`src/rtl/router_pkg.sv`:
```
// rtl/router_pkg.sv - shared flit layout and one-hot output direction constants
//   FLIT_W                 : flit width in bits
//   DEST_X_HI/LO, DEST_Y_*  : destination coordinate fields inside a flit
//   DIR_N/S/E/W/LOCAL      : one-hot output port codes, [4]=N [3]=S [2]=E [1]=W [0]=LOCAL
package router_pkg;

    localparam int FLIT_W    = 64;
    localparam int DEST_X_HI = 55;
    localparam int DEST_X_LO = 52;
    localparam int DEST_Y_HI = 51;
    localparam int DEST_Y_LO = 48;

    localparam logic [4:0] DIR_N     = 5'b10000;
    localparam logic [4:0] DIR_S     = 5'b01000;
    localparam logic [4:0] DIR_E     = 5'b00100;
    localparam logic [4:0] DIR_W     = 5'b00010;
    localparam logic [4:0] DIR_LOCAL = 5'b00001;

    typedef logic [FLIT_W-1:0] flit_t;

endpackage

```
`src/rtl/router_vc_fifo.sv`:
```
// rtl/router_vc_fifo.sv - synchronous flit FIFO backing one virtual channel
//   clk, reset     : rising-edge clock, synchronous active-high reset
//   push, data_in  : store data_in at the edge (ignored when full)
//   pop            : advance the head pointer at the edge (ignored when empty)
//   full, empty    : occupancy flags from the registered count
//   head           : flit at the read pointer; undefined while empty
module router_vc_fifo
    import router_pkg::*;
#(
    parameter int DEPTH = 4
) (
    input  logic  clk,
    input  logic  reset,
    input  logic  push,
    input  logic  pop,
    input  flit_t data_in,
    output logic  full,
    output logic  empty,
    output flit_t head
);

    localparam int PTR_W = $clog2(DEPTH);
    localparam int CNT_W = $clog2(DEPTH + 1);

    logic [PTR_W-1:0] wr_ptr;
    logic [PTR_W-1:0] rd_ptr;
    logic [CNT_W-1:0] count;
    flit_t            mem [DEPTH];

    logic do_push;
    logic do_pop;

    // Guarding here keeps count inside 0..DEPTH regardless of the caller.
    assign do_push = push && !full;
    assign do_pop  = pop && !empty;

    assign full  = (count == CNT_W'(DEPTH));
    assign empty = (count == '0);
    assign head  = mem[rd_ptr];

    // DEPTH is a power of two, so pointers wrap by natural overflow.
    always_ff @(posedge clk) begin
        if (reset) begin
            wr_ptr <= '0;
            rd_ptr <= '0;
            count  <= '0;
        end else begin
            if (do_push) wr_ptr <= wr_ptr + PTR_W'(1);
            if (do_pop)  rd_ptr <= rd_ptr + PTR_W'(1);
            case ({do_push, do_pop})
                2'b10:   count <= count + CNT_W'(1);
                2'b01:   count <= count - CNT_W'(1);
                default: count <= count;
            endcase
        end
    end

    always_ff @(posedge clk) begin
        if (!reset && do_push) mem[wr_ptr] <= data_in;
    end

endmodule

```
`src/rtl/router_input_channel.sv`:
```
// rtl/router_input_channel.sv - router receive port: two polarity-selected VC FIFOs plus XY routing
//   clk, reset          : rising-edge clock, synchronous active-high reset
//   polarity            : 1 -> write VC0 / drain VC1, 0 -> write VC1 / drain VC0
//   send_in, data_in    : upstream flit offer
//   ready_out           : write VC not full
//   req, route, data_out: head of drain VC, its one-hot XY output port, its payload
//   grant               : switch takes data_out this cycle
//   drop_err            : sticky, a flit was offered while ready_out was low
module router_input_channel
    import router_pkg::*;
#(
    parameter int DEPTH = 4,
    parameter int MY_X  = 0,
    parameter int MY_Y  = 0
) (
    input  logic              clk,
    input  logic              reset,
    input  logic              polarity,
    input  logic              send_in,
    input  logic [FLIT_W-1:0] data_in,
    output logic              ready_out,
    output logic              req,
    output logic [4:0]        route,
    output logic [FLIT_W-1:0] data_out,
    input  logic              grant,
    output logic              drop_err
);

    localparam logic [3:0] MY_X4 = 4'(MY_X);
    localparam logic [3:0] MY_Y4 = 4'(MY_Y);

    logic  push0, push1, pop0, pop1;
    logic  full0, full1, empty0, empty1;
    flit_t head0, head1;
    flit_t head;
    logic  accept;
    logic  [3:0] dest_x, dest_y;

    // Opposite phases for write and drain, so one VC is never pushed and popped together.
    assign ready_out = polarity ? !full0 : !full1;
    assign accept    = send_in && ready_out;
    assign push0     = accept && polarity;
    assign push1     = accept && !polarity;

    assign req      = polarity ? !empty1 : !empty0;
    assign head     = polarity ? head1 : head0;
    assign data_out = req ? head : '0;
    assign pop0     = req && grant && !polarity;
    assign pop1     = req && grant && polarity;

    router_vc_fifo #(.DEPTH(DEPTH)) u_vc0 (
        .clk     (clk),
        .reset   (reset),
        .push    (push0),
        .pop     (pop0),
        .data_in (data_in),
        .full    (full0),
        .empty   (empty0),
        .head    (head0)
    );

    router_vc_fifo #(.DEPTH(DEPTH)) u_vc1 (
        .clk     (clk),
        .reset   (reset),
        .push    (push1),
        .pop     (pop1),
        .data_in (data_in),
        .full    (full1),
        .empty   (empty1),
        .head    (head1)
    );

    always_ff @(posedge clk) begin
        if (reset) begin
            drop_err <= 1'b0;
        end else if (send_in && !ready_out) begin
            drop_err <= 1'b1;
        end
    end

    assign dest_x = head[DEST_X_HI:DEST_X_LO];
    assign dest_y = head[DEST_Y_HI:DEST_Y_LO];

    // Dimension-order routing: resolve X fully before Y.
    always_comb begin
        route = '0;
        if (req) begin
            if (dest_x > MY_X4)      route = DIR_E;
            else if (dest_x < MY_X4) route = DIR_W;
            else if (dest_y > MY_Y4) route = DIR_N;
            else if (dest_y < MY_Y4) route = DIR_S;
            else                     route = DIR_LOCAL;
        end
    end

endmodule

```
`config.mk`:
```
export PLATFORM = sky130hd
export DESIGN_NAME = router_input_channel
export DESIGN_NICKNAME = d
export VERILOG_FILES = /design/src/rtl/router_pkg.sv /design/src/rtl/router_vc_fifo.sv /design/src/rtl/router_input_channel.sv
export SDC_FILE = /design/constraint.sdc
export NUM_CORES = 1
export LEC_CHECK = 0
export CORE_MARGIN = 2
export CORE_UTILIZATION = 50
export DETAILED_ROUTE_END_ITERATION = 12
export PLACE_DENSITY_LB_ADDON = 0.25
export SLEW_MARGIN = 10
export SYNTH_ARGS = -nofsm -noshare
export SYNTH_HDL_FRONTEND = slang
export SYNTH_SLANG_ARGS = --single-unit
```
`constraint.sdc`:
```
create_clock -name clk -period 4.6 [get_ports clk]
set_clock_uncertainty 0.05 [all_clocks]
set_input_delay 0.92 -clock clk [delete_from_list [all_inputs] [get_ports clk]]
set_output_delay 0.92 -clock clk [all_outputs]
set_load 0.01 [all_outputs]
```
==> Word level (Yosys, flattened, before mapping) <==
Memories as Yosys holds them, arrays and structs flattened. A register that Yosys moved wholly into a read port is not among the register bits.
Index checks and enable logic that the tools add are counted.
Widths: inputs -> output; s select.
{ "op_classes": {"n_eq_ne": 6, "reduce_logical": 24, "muxes": 19, "magnitude_cmp": 4, "add_sub_neg": 8} }
{ "op_table": {"columns": ["op", "count"], "rows": [
  ["$mux 64", 2],
  ["$mux 5", 4],
  ["$logic_and 1x1->1", 13],
  ["$pmux 3 s2", 2],
  ["$add 2x1->2 const B", 4],
  ["$gt 4x1->1 const B", 2],
  ["$lt 4x1->1 const B", 2],
  ["$mux 2", 4],
  ["$logic_not 1->1", 7],
  ["$add 3x1->3 const B", 2],
  ["$eq 3x3->1 const B", 2],
  ["$logic_not 3->1", 2],
  ["$mux 1", 6],
  ["$sub 3x1->3 const B", 2],
  ["$eq 2x1->1 const B", 2],
  ["$eq 2x2->1 const B", 2],
  ["$mux 4", 1],
  ["$reduce_bool 2->1", 2]
]} }
{ "totals": {"register_bits": 15, "n_memories": 2, "in_bits": 69, "ramBits": 512} }
{ "mem_list": {"columns": ["memory", "depth", "word_bits", "rd", "rd_ports_with_merged_regs", "write_ports", "line", "text"], "rows": [
  ["u_vc0.mem", 4, 64, 1, 1, 1, "router_vc_fifo.sv:28", "flit_t mem [DEPTH];"],
  ["u_vc1.mem", 4, 64, 1, 1, 1, "router_vc_fifo.sv:28", null]
]} }

==> Logic depth before layout (Yosys ltp) <==
Gate-level depths: netlist (run 1).
{ "logic_depth": {"word_depth": 9, "mapped_depth": 10, "ltp_nobuf": 9} }

==> Modules after synthesis <==
From an unflattened synthesis (run 1), not the netlist that was laid out.
{ "hier_totals": {"hier_cells": 946, "area_unflattened_um2": 20778.7} }
{ "by_module_without_submodules": {"columns": ["module", "seq_area_each_um2", "cells_each", "n_inst", "area_each_um2"], "rows": [
  ["router_vc_fifo", 7867.5, 388, 2, 9794.4],
  ["router_input_channel", 20.0, 170, 1, 1189.9]
]} }

==> Worst setup path after synthesis (run 1) <==
No wires, ideal clock.
{ "synth_path": {"path_type": "input -> register", "start": "in polarity", "end": "mem u_vc1.mem[0][0] in the netlist's numbering, enable pin", "slack_ps": 837, "path_buffers": 2, "arrival_time_ps": 3284, "cell_stages": 6, "setup_time_ps": 429, "cell_sequence": "buf_2 > inv_2 > buf_2 > nand3_1 > nor2_1 > and2_1"} }
{ "synth_via": {"elab_chain_len": 7, "word_cells_on_any_way": 8, "classes_between": "3 x mux; 5 x reduce/logical"} }
{ "synth_lines": {"columns": ["element", "line", "text"], "rows": [
  ["start: declaration", "router_input_channel.sv:18", "input logic polarity,"],
  ["$mux 1", "router_input_channel.sv:40", "assign ready_out = polarity ? !full0 : !full1;"],
  ["$logic_and 1x1->1", "router_input_channel.sv:41", "assign accept = send_in && ready_out;"],
  ["$logic_and 1x1->1 (*)", "router_input_channel.sv:43", "assign push1 = accept && !polarity;"],
  ["$logic_and 1x1->1 (*)", "router_vc_fifo.sv:34", "assign do_push = push && !full;"],
  ["$logic_and 1x1->1 (*)", "router_vc_fifo.sv:59", "if (!reset && do_push) mem[wr_ptr] <= data_in;"],
  ["$mux 1 (*)", "router_vc_fifo.sv:59", null],
  ["$mux 1 (implied by the code) (*)", "router_vc_fifo.sv:59", null],
  ["end: declaration", "router_vc_fifo.sv:28", null]
]} }
Every way passes the cells marked *; elsewhere a longest branch is shown, timed or not.

==> results of run 1 <==
Yosys cell counts (all sizes together) (3+ instances only):
cell	number	area (sq um)
nand3	3	15.0
inv	14	52.6
dfxtp	19	380
mux2i	15	150
mux4	124	2790
ha	10	125
nor2	28	105
o22ai	4	25.0
clkbuf	13	48.8
and2	9	56.3
a21oi	65	340
nand2	119	447
xnor2	4	35.0
xor2	6	52.6
edfxtp	512	15400
buf	41	260
registers in the layout (all words and copies together), names as in the netlist, named ones only:
signal / count
u_vc0.count: 3
u_vc1.count: 3
drop_err: 1
u_vc0.rd_ptr: 2
u_vc1.wr_ptr: 2
u_vc0.wr_ptr: 2
u_vc1.mem: 256
u_vc1.rd_ptr: 2
u_vc0.mem: 256
worst register-to-register path: cells and delay by family, from the launching register on:
family,cells,cell delay [ns]
flip-flops,1,0.46
AND/OR/NAND/NOR,5,1.24
buffers and inverters,1,0.36
metal layers:
layer  vias to the layer above  track usage [%]
met2                       230             34.1
met3                        65             4.18
met1                      5152             27.2
met5                         -                0
li1                       4338                -
met4                         2             4.92
kinds of logic (layout without fill, tap and decap cells):
logic type                 after synthesis  in the layout  share of synthesized area [%]
muxes                                  139            139                           14.4
other                                    1              4                         0.0184
and+or+nand+nor                        167            167                           3.37
DFF                                    531            531                           77.2
buffers and inverters                   68            272                           1.77
AOI/OAI and AO/OA                       73             73                           1.97
xor gates and xnor gates                10             10                          0.429
adders and majority gates               12             12                          0.809
report_power, final:
group | switching [mW] | leakage, nW | internal, mW
registers | 0.0469 | 4.78 | 5.37
logic | 0.418 | 1.99 | 0.404
clock network | 1.70 | 0.782 | 2.28
path summary, 6_finish.rpt:
check                                    start               end  cells after the start  slack, ns
worst max-delay path                  register          route[0]                      5       0.52
worst min-delay path                  drop_err          drop_err                      2       0.41
worst max register to register  u_vc0.count[0]  u_vc0.mem[3][44]                      6       2.13
worst min register to register        drop_err          drop_err                      2       0.41
layout make-up:
type | instances | area share (%)
timing repair buffer | 165 | 7.11
clock buffer | 65 | 5.72
sequential | 531 | 65.3
tap | 532 | 2.76
multi-input combinational | 403 | 17.9
antenna | 2 | 0.0207
inverter | 14 | 0.218
clock inverter | 28 | 0.907
==> results.md, run 1 <==
* Status: complete, no violations
* Rel. slew slack at 57.5%
* Sequential cell area at 0.0158 sq mm
* Final wirelength at 41.6 mm
* Root buf cell: clkbuf_16
* Post-cts resize count at 0
* Final #Nets at 1247
* Most frequent cells in the layout: 512 x edfxtp_1, 137 x clkdlybuf4s50_1, 124 x mux4_2, 119 x nand2_1, 61 x a21oi_1
* Initial DRT Pass Iterations at 4
* Die area at 0.0424 sq mm
* Post-synth EDFFs at 512
* Dpl cells at 1645
* Pin count of the biggest net entering global routing at 64
* CP max stage delay at 0.77 ns
* Setup violators final at 0
* Detail Route Antenna Nets at 0
* Die height at 206 microns
* Post-synth top flop: edfxtp_1
* Total CTS buffers at 51
* Cell Chain, Critical Path: mux4_2 -> mux2i_1 -> nand4_1 -> nor3_2 -> clkdlybuf4s50_1
* Area Overhead vs Synth at 18.3%
* Unrepaired setup endpoints after global routing: false
* H-Tree Depth at 2
* Row Count at 74
* Buffers & Inverters on Critical Path at 1
* CP Data Required Time at 3.63 ns
* Fillers at 2993
* Area after DPL at 0.0225 sq mm
* Setup slack after layout at 0.523 ns
* Detailed placement HPWL at 23.6 mm
* DR WL/cell at 23.9 microns
* Setup_tns at 0 ns
* Die W at 206 microns
* Hold WS at 0.411 ns
* Number of hold buffers added after cts at 0
* Worst-margin pin slew at 0.637 ns
* Reg clk slew, reported paths at 0.06 ns
* P per Cell Area at 424 mW/mm^2
* Post-route DRC at 0
* Post-Layout Inst Area at 0.0241 sq mm
* Vias per cell at 5.62
* First-pass GRT wire length at 62.3 mm
* Metal2 WL at 21.1 mm
* Buffers on Ports at 138
* Vias in the first global route at 10200
* Setup bufs post-CTS at 0
* Initial antenna violation count at 2
* CTS tree: done
* Worst-skew pair later-pin latency at 0.58 ns
* Clock Tree Buf Depth at 3
* Crit-path slowest cell: dfxtp_4
* Cell variety after synth at 33
* Critical Path AT at 3.11 ns
* Commonest non-fill, non-tap cell in the layout: edfxtp_1
* Metal-1 WL at 17.5 mm
* Total grt overflow at 0
* Pre-CTS setup slack at 0.916 ns
* Crit-path max FO at 27
* Highest metal used: met5
* Seq cells post-synth at 531
* Share of layout cells above drive strength 1 at 20.1%
* Clock tree sinks at 531
* Overall power at 10.2 mW
* Worst Hold Class: reg -> reg
* Post-Syn Area at 0.0204 sq mm
* Iter 0 DRT Violations at 721
* Crit Path Category: reg -> out
* Crit end category: output pin
* Syn Area/Cell at 20.4 sq um
* Fin crit period at 4.08 ns
* Area of the multi-input gates at 0.00432 sq mm
* Finished Layout Cells at 1740
* Crit path launch type: register
* Register area share after synthesis at 77.2%
* Period utilisation layout at 88.6%
* GRT Util Overall at 20.2%
* Post-Synthesis Cells at 1001
* Initial Util at 50.3%
* Worst VDD drop at 0.308 mV
* Final Max Slew Viols at 0
* Finished Core Util at 59.5%
* P_leak at 7.56 nW
* Maxcap violations at 0
* RePlAce Congestion at 0.701
* FMAX at 245 MHz
* Core area at 0.0406 sq mm
* Delay-heaviest family, CP: multiplexers
* Final hold violation count at 0
* Io pins at 141
* YS warnings at 0
* Async S/R FF share, synth at 0%
* Vias at 9787
* Met3 WL at 2.12 mm
No activity file was read; power rests on OpenSTA's default activity.
==> run 2, diff against run 1 <==
--- a/config.mk
+++ b/config.mk
@@ -5,10 +5,12 @@
 export SDC_FILE = /design/constraint.sdc
 export NUM_CORES = 1
 export LEC_CHECK = 0
+export CAP_MARGIN = 0
 export CORE_MARGIN = 2
 export CORE_UTILIZATION = 50
 export DETAILED_ROUTE_END_ITERATION = 12
 export PLACE_DENSITY_LB_ADDON = 0.25
+export SETUP_SLACK_MARGIN = 0.2
 export SLEW_MARGIN = 10
 export SYNTH_ARGS = -nofsm -noshare
 export SYNTH_HDL_FRONTEND = slang
==> constraint.sdc (replaced) <==
create_clock -name clk -period 4.6 [get_ports clk]
set_clock_uncertainty 0.05 [all_clocks]
set_input_delay 1.15 -clock clk [delete_from_list [all_inputs] [get_ports clk]]
set_output_delay 1.15 -clock clk [all_outputs]
set_load 0.01 [all_outputs]
==> run 2 against run 1 <==
Power increased by 2.9%. Clock power rose by 6.8%. Worst hold slack worse by 0.0030 ns.
==> results.md, run 2 (synthesis gave the netlist of run 1 again) <==
* Clock tree sinks at 531
* Unrepaired setup endpoints after global routing: false
* Buffers & Inverters on Critical Path at 2
* Buffers on Ports at 138
* GRT Util Overall at 20.9%
* Sequential cell area at 0.0158 sq mm
* Total CTS buffers at 53
* Worst-margin pin slew at 0.570 ns
* P_leak at 7.66 nW
* Worst Hold Class: reg -> reg
* H-Tree Depth at 2
* First-pass GRT wire length at 64.1 mm
* Vias in the first global route at 10300
* Final hold violation count at 0
* Fillers at 2889
* Initial Util at 50.3%
* Status: complete, no violations
* Number of hold buffers added after cts at 0
* CTS tree: done
* Vias at 10100
* Cell Chain, Critical Path: buf_4 -> mux4_2 -> nand2_1 -> a21oi_1 -> clkdlybuf4s50_1
* Reg clk slew, reported paths at 0.06 ns
* Highest metal used: met5
* Metal2 WL at 20.7 mm
* Pin count of the biggest net entering global routing at 46
* Initial DRT Pass Iterations at 5
* Metal-1 WL at 18.6 mm
* RePlAce Congestion at 0.728
* P per Cell Area at 432 mW/mm^2
* Row Count at 74
* Root buf cell: clkbuf_16
* Most frequent cells in the layout: 512 x edfxtp_1, 137 x clkdlybuf4s50_1, 124 x mux4_2, 119 x nand2_1, 61 x a21oi_1
* Crit Path Category: reg -> out
* Overall power at 10.5 mW
* Crit-path max FO at 26
* Delay-heaviest family, CP: buffers and inverters
* Maxcap violations at 0
* Worst-skew pair later-pin latency at 0.59 ns
* Top flop regs: u_vc0.mem x256, u_vc1.mem x256
* CP Data Required Time at 3.40 ns
* Die area at 0.0424 sq mm
* RR Startpoint: u_vc1.count[0]
* Final wirelength at 43.1 mm
* Worst VDD drop at 0.333 mV
* Crit-path slowest cell: dfxtp_4
* Detail Route Antenna Nets at 0
* Commonest non-fill, non-tap cell in the layout: edfxtp_1
* Die height at 206 microns
* Met3 WL at 3.06 mm
* Area Overhead vs Synth at 19.4%
* Setup_tns at 0 ns
* Core area at 0.0406 sq mm
* CP max stage delay at 0.66 ns
* Rel. slew slack at 62.0%
* DR WL/cell at 24.6 microns
* Setup violators final at 0
* Final #Nets at 1255
* Crit end category: output pin
* Io pins at 141
* Critical Path AT at 3.01 ns
* Post-route DRC at 0
* Fin crit period at 4.21 ns
* Iter 0 DRT Violations at 882
* Initial antenna violation count at 5
* Share of layout cells above drive strength 1 at 20.3%
* Setup bufs post-CTS at 0
* Total grt overflow at 0
* Final Max Slew Viols at 0
* Post-cts resize count at 0
* Period utilisation layout at 91.4%
* Vias per cell at 5.78
* Area of the multi-input gates at 0.00432 sq mm
* Detailed placement HPWL at 24.1 mm
* Crit path launch type: register
* Die W at 206 microns
* Clock Tree Buf Depth at 3
* FMAX at 238 MHz
* Hold_sp: drop_err
==> run 2: worst reg2reg max path: cells and delay by family, from the launching register on <==
kind	cells	cell delay [ns]
flip-flops	1	0.37
AND/OR/NAND/NOR	4	1.16
buffers and inverters	2	0.43
==> run 2: area by class of cell <==
class	count	share of cell area [%]
repair buffers	171	7.49
inverters	14	0.216
clock inverters	28	1.24
well taps	532	2.73
flip-flops and latches	531	64.7
diodes	5	0.0513
clock buffers	69	5.82
multi-input cells	403	17.7
==> run 2: metrics by stage <==
step	area, sq um	util (%)	setup slack, ns	hold WS [ns]	cells
finish	24400	60.1	0.394	0.408	1753
global route	24400	60.1	0.235	0.436	1750
CTS	24400	60.1	0.341	0.406	1748
detailed placement	22600	55.8	0.530	0.396	1651
global placement	22600	55.8	0.547	0.392	1651
floorplan	20400	-	0.607	0.420	1002
==> run 2: routing by layer <==
layer  global-route usage [%]  vias to the layer above
li1                         -                     4365
met1                     30.5                     5379
met2                     32.6                      336
met3                     4.51                       57
met4                     5.26                        2
met5                        0                        -
==> run 2: worst paths after layout <==
path,to,slack (ns),depth (start not counted)
worst max-delay path,data_out[12],0.39,5
worst min-delay path,drop_err,0.41,2
worst max register to register,u_vc1.mem[2][31],2.26,6
worst min register to register,drop_err,0.41,2
==> run 2: power breakdown <==
part	total, mW	switching [mW]	internal (mW)	leakage, nW
clock	4.25	1.74	2.50	0.831
sequential	5.42	0.0429	5.38	4.78
combinational	0.863	0.439	0.424	2.04
